**src/rtl/gba_sram_frontend.sv**
```systemverilog
// rtl/gba_sram_frontend.sv - GBA cartridge SRAM-port front end onto the GBARam card bus
// Synchronises the asynchronous cartridge pins and turns strobes into card-bus transactions.
module gba_sram_frontend #(
  parameter int SYNC_STAGES = 2
) (
  input  logic        clock,
  input  logic        reset,
  input  logic        io_gba_cs2_n,
  input  logic        io_gba_rd_n,
  input  logic        io_gba_wr_n,
  input  logic [15:0] io_gba_addr,
  input  logic [7:0]  io_gba_data_in,
  output logic [7:0]  io_gba_data_out,
  output logic        io_gba_data_oe,
  output logic [15:0] io_card_bus_addr,
  output logic [7:0]  io_card_bus_mosi,
  input  logic [7:0]  io_card_bus_miso,
  output logic        io_card_bus_write,
  output logic [15:0] io_write_count
);

  typedef enum logic [2:0] {
    ARM     = 3'd0,
    IDLE    = 3'd1,
    READ    = 3'd2,
    WRITE   = 3'd3,
    WR_HOLD = 3'd4
  } state_t;

  state_t state, state_next;

  logic [SYNC_STAGES-1:0]       cs2_sync, rd_sync, wr_sync;
  logic [SYNC_STAGES-1:0][15:0] addr_sync;
  logic [SYNC_STAGES-1:0][7:0]  data_sync;

  logic        s_cs2_n, s_rd_n, s_wr_n;
  logic [15:0] s_addr;
  logic [7:0]  s_data;
  logic        rd_act, wr_act;

  logic [2:0]  arm_cnt;
  logic        arm_flushed;
  logic [15:0] wr_addr;
  logic [7:0]  wr_data;

  always_ff @(posedge clock) begin
    if (reset) begin
      cs2_sync  <= '1;
      rd_sync   <= '1;
      wr_sync   <= '1;
      addr_sync <= '0;
      data_sync <= '0;
    end else begin
      cs2_sync  <= {cs2_sync[SYNC_STAGES-2:0], io_gba_cs2_n};
      rd_sync   <= {rd_sync[SYNC_STAGES-2:0], io_gba_rd_n};
      wr_sync   <= {wr_sync[SYNC_STAGES-2:0], io_gba_wr_n};
      addr_sync <= {addr_sync[SYNC_STAGES-2:0], io_gba_addr};
      data_sync <= {data_sync[SYNC_STAGES-2:0], io_gba_data_in};
    end
  end

  assign s_cs2_n = cs2_sync[SYNC_STAGES-1];
  assign s_rd_n  = rd_sync[SYNC_STAGES-1];
  assign s_wr_n  = wr_sync[SYNC_STAGES-1];
  assign s_addr  = addr_sync[SYNC_STAGES-1];
  assign s_data  = data_sync[SYNC_STAGES-1];
  assign rd_act  = !s_cs2_n && !s_rd_n;
  assign wr_act  = !s_cs2_n && !s_wr_n;

  // The strobe chains reset to "inactive", so ARM must also wait until the
  // real pin levels have propagated through before trusting rd_act/wr_act.
  assign arm_flushed = (arm_cnt == 3'(SYNC_STAGES));

  always_ff @(posedge clock) begin
    if (reset) begin
      state   <= ARM;
      arm_cnt <= '0;
    end else begin
      state <= state_next;
      if (state == ARM && !arm_flushed) begin
        arm_cnt <= arm_cnt + 3'd1;
      end
    end
  end

  always_comb begin
    state_next = state;
    case (state)
      ARM:     if (arm_flushed && !rd_act && !wr_act) state_next = IDLE;
      IDLE:    if (wr_act) state_next = WRITE;
               else if (rd_act) state_next = READ;
      READ:    if (wr_act || !rd_act) state_next = IDLE;
      WRITE:   state_next = WR_HOLD;
      WR_HOLD: if (!wr_act) state_next = IDLE;
      default: state_next = ARM;
    endcase
  end

  always_comb begin
    io_card_bus_write = 1'b0;
    io_card_bus_addr  = '0;
    io_card_bus_mosi  = '0;
    case (state)
      READ:  io_card_bus_addr = s_addr;
      WRITE: begin
        io_card_bus_write = 1'b1;
        io_card_bus_addr  = wr_addr;
        io_card_bus_mosi  = wr_data;
      end
      default: ;
    endcase
  end

  always_ff @(posedge clock) begin
    if (reset) begin
      wr_addr         <= '0;
      wr_data         <= '0;
      io_write_count  <= '0;
      io_gba_data_out <= '0;
      io_gba_data_oe  <= 1'b0;
    end else begin
      if (state == IDLE && wr_act) begin
        wr_addr <= s_addr;
        wr_data <= s_data;
      end
      if (state == WRITE) begin
        io_write_count <= io_write_count + 16'd1;
      end
      if (state == READ) begin
        io_gba_data_out <= io_card_bus_miso;
      end
      // Output enable drops on the same edge the FSM leaves READ.
      io_gba_data_oe <= (state == READ) && rd_act && !wr_act;
    end
  end

endmodule

```
**config.mk**
```make
export PLATFORM = sky130hd
export DESIGN_NAME = gba_sram_frontend
export DESIGN_NICKNAME = d
export VERILOG_FILES = /design/src/rtl/gba_sram_frontend.sv
export SDC_FILE = /design/constraint.sdc
export NUM_CORES = 1
export LEC_CHECK = 0
export CAP_MARGIN = 10
export CORE_MARGIN = 2
export CORE_UTILIZATION = 55
export CTS_CLUSTER_SIZE = 20
export DETAILED_ROUTE_END_ITERATION = 10
export DONT_BUFFER_PORTS = 1
export PLACE_DENSITY = 0.7
export SLEW_MARGIN = 40
export SYNTH_ARGS = -nofsm -noshare
export SYNTH_HDL_FRONTEND = slang
export SYNTH_SLANG_ARGS = --single-unit
```
**constraint.sdc**
```tcl
create_clock -name clock -period 4.3 [get_ports clock]
set_input_delay 0.43 -clock clock [delete_from_list [all_inputs] [get_ports clock]]
set_output_delay 0.43 -clock clock [all_outputs]
set_load 0.01 [all_outputs]
```
==> metrics.txt <==
Die Y=between 80 and 90 um; total CTS buffers=9; Syn Area/Cell=roughly 9.5 um2; Unique masters post-synth=40; Boundary Pins=87; grt ovf=0; post-DP HPWL=4.28 mm; fraction of layout cells with a size suffix above 1=0.0823; CTS Hold Bufs=0; final wirelength=approximately 6.8 mm; synth warn=0; sequential share of the synthesized area=0.562; Slew headroom=0.586; PnR worst setup slack=2.00 ns; area grow syn2layout=6.22%; Seq. cell area=0.00218 mm2; CTS max path bufs=2; width of the die=88.0 um; Hold Crit Depth=1; FMAX=between 400 and 500 MHz; Cell Area, Synth=0.00388 mm2; crit path cell chain=and3b_2, a22o_1; Synth Register Bits=109; CTS tree=built; Starting Density=0.569; initial DRC count=93; total power=1.80 mW; Crit Path Category=reg2out; slew at the pin closest to its max-slew limit=0.616 ns; Final nets=between 400 and 500; dpl ws=2.28 ns; CTS sink cnt=109; Final GP Congestion=between 0.7 and 0.8; Required @ worst endpoint=3.87 ns; mux contribution to synthesized area=0.00805; critical path capture point type=primary output; Post-Synthesis Cells=411; gr usage total=0.180; post-synthesis xor/xnor area fraction=0.0203; DRT antenna net count=0; crit path time final=2.30 ns; number of max-slew violations in the final report=0; Total Die Area=0.00775 mm2; leakage=around 1.5 nW; number of synthesized flops with an enable pin=0; final hold violations=0; Worst R2R Path Depth=4; Max Cap Viol=0; vias in the first global route=2305; Post-synth ARST share=0; row cnt=30; core area=0.00683 mm2; Final Skew=around 0.012 ns; Tcrit/Tclk final=0.536; CTS clk-pin slew, worst paths=0.10 ns; Max FO, Critical Path=30; DR WL/cell=roughly 14 um; worst hold path type=in2reg; first-pass GRT wire length=10.6 mm; # H-tree levels=3; DRT Pass-1 Iters=4; initial antenna violation count=0; pwr/cell area=435 mW/mm2; Compound-Gate Fraction of Synth Area=0.110; crit path max-delay cell type=and3b_2; Multi-input gate area=about 0.0016 mm2; Synth Area in Simple Gates=0.256; diode count=0; most common cell after layout, fill and taps aside=dfxtp_1; root buf cell=clkbuf_8; largest net degree at the start of global routing=between 100 and 150; prevailing post-synth register cell=dfxtp_1; clk_lat worst skew=0.38 ns; buffer count from post-CTS setup fixing=0; CP startpoint kind=flop; final setup TNS=0 ns; main combinational cell family by area after synthesis=simple AND/OR/NAND/NOR gates; count of input and output buffers=0; CTS resizes=0; highest-count cells in the layout ignoring fill and taps=dfxtp_1, nand2_1, nor2b_1, a21oi_1; Syn Nets=~450; Final setup viols=0; RSZ-0062 raised after global routing=no; Post-Synth Adder-Cell Area=0.00966; Worst path max stage delay=0.65 ns; outcome=finished, final reports clean; Worst Hold Slack=approximately 0.11 ns; residual DRC count=0; Filler cells=618; final core occ=0.604; Critical Path AT=1.87 ns; routed vias/inst=around 5.2; Vias=2592; Peak supply drop=between 0.3 and 0.4 mV
kinds of logic (layout without fill, tap and decap cells):
kind of cell / Yosys count / after routing
AND/OR/NAND/NOR: 185 / 185
flip-flops: 109 / 109
AO/OA/AOI/OAI: 69 / 69
buffers and inverters: 33 / 23
XOR/XNOR: 9 / 9
adder cells (fa/ha/maj): 3 / 3
multiplexers: 3 / 3
layout make-up:
class | instances | area share
Timing Repair Buffer | 2 | 0.00364
Inverter | 6 | 0.00546
Tap cell | 96 | 0.0291
Multi-Input combinational cell | 269 | 0.384
Sequential cell | 109 | 0.529
Clock inverter | 6 | 0.0185
Clock buffer | 9 | 0.0300
Yosys cell counts, drive strengths merged (3+ instances only):
master	count	share of area
dfxtp	109	0.56
nand2	68	0.066
nor2b	51	0.082
a21oi	41	0.053
clkbuf	24	0.023
a22o	16	0.036
nor2	16	0.015
and2	8	0.013
xnor2	7	0.016
inv	6	0.0058
nand3	6	0.0077
nor4	6	0.015
or2	6	0.0097
nor3	5	0.0064
o21ai	4	0.0052
a21o	3	0.0058
buf	3	0.0052
ha	3	0.0097
nand2b	3	0.0048
or3	3	0.0048
worst max-delay path: cells and delay by family, from the launching register on:
kind	cells	cell delay, ns
simple gates	1	0.65
flops	1	0.55
compound gates	1	0.30
per-stage QoR:
| step | area (um2) | instances |
|---|---|---|
| final | 4130 | 497 |
| after floorplan | 3880 | 411 |
| after CTS | 4130 | 497 |
| after global routing | 4130 | 497 |
| after detailed placement | 3930 | 482 |
| after global placement | 3920 | 482 |
report_power, final:
| part | total, mW | internal, mW | switching, mW |
|---|---|---|---|
| clock network | 0.627 | 0.277 | 0.349 |
| registers | 1.08 | 1.05 | 0.0300 |
| logic | 0.0924 | 0.0487 | 0.0437 |
registers in the layout (all words and copies together), names as in the netlist, 8 cells and up:
signal,cells
s_data,8
io_write_count,16
s_addr,16
addr_sync,16
io_gba_data_out,8
wr_addr,16
data_sync,8
wr_data,8
worst paths after layout:
check / slack (ns) / from / to
worst max-delay path: 2.00 / state[0]$_SDFFE_PP0P_ / io_card_bus_addr[8]
worst max register to register: 2.32 / state[0]$_SDFFE_PP0P_ / wr_addr[9]$_SDFFE_PP0P_
worst min-delay path: 0.11 / reset / io_write_count[15]$_SDFFE_PP0P_
worst min register to register: 0.42 / wr_sync[0]$_SDFF_PP1_ / wr_sync[1]$_SDFF_PP1_
routing by layer:
layer  routed length [um]  share of wire  vias up  track usage
met4                  110          0.016        0       0.0785
met2                 3330           0.49       68        0.292
met3                  420          0.062       10       0.0735
met5                    0              0        -            0
li1                     -              -     1325            -
met1                 2910           0.43     1189        0.211
No activity file was read; power rests on OpenSTA's default activity.
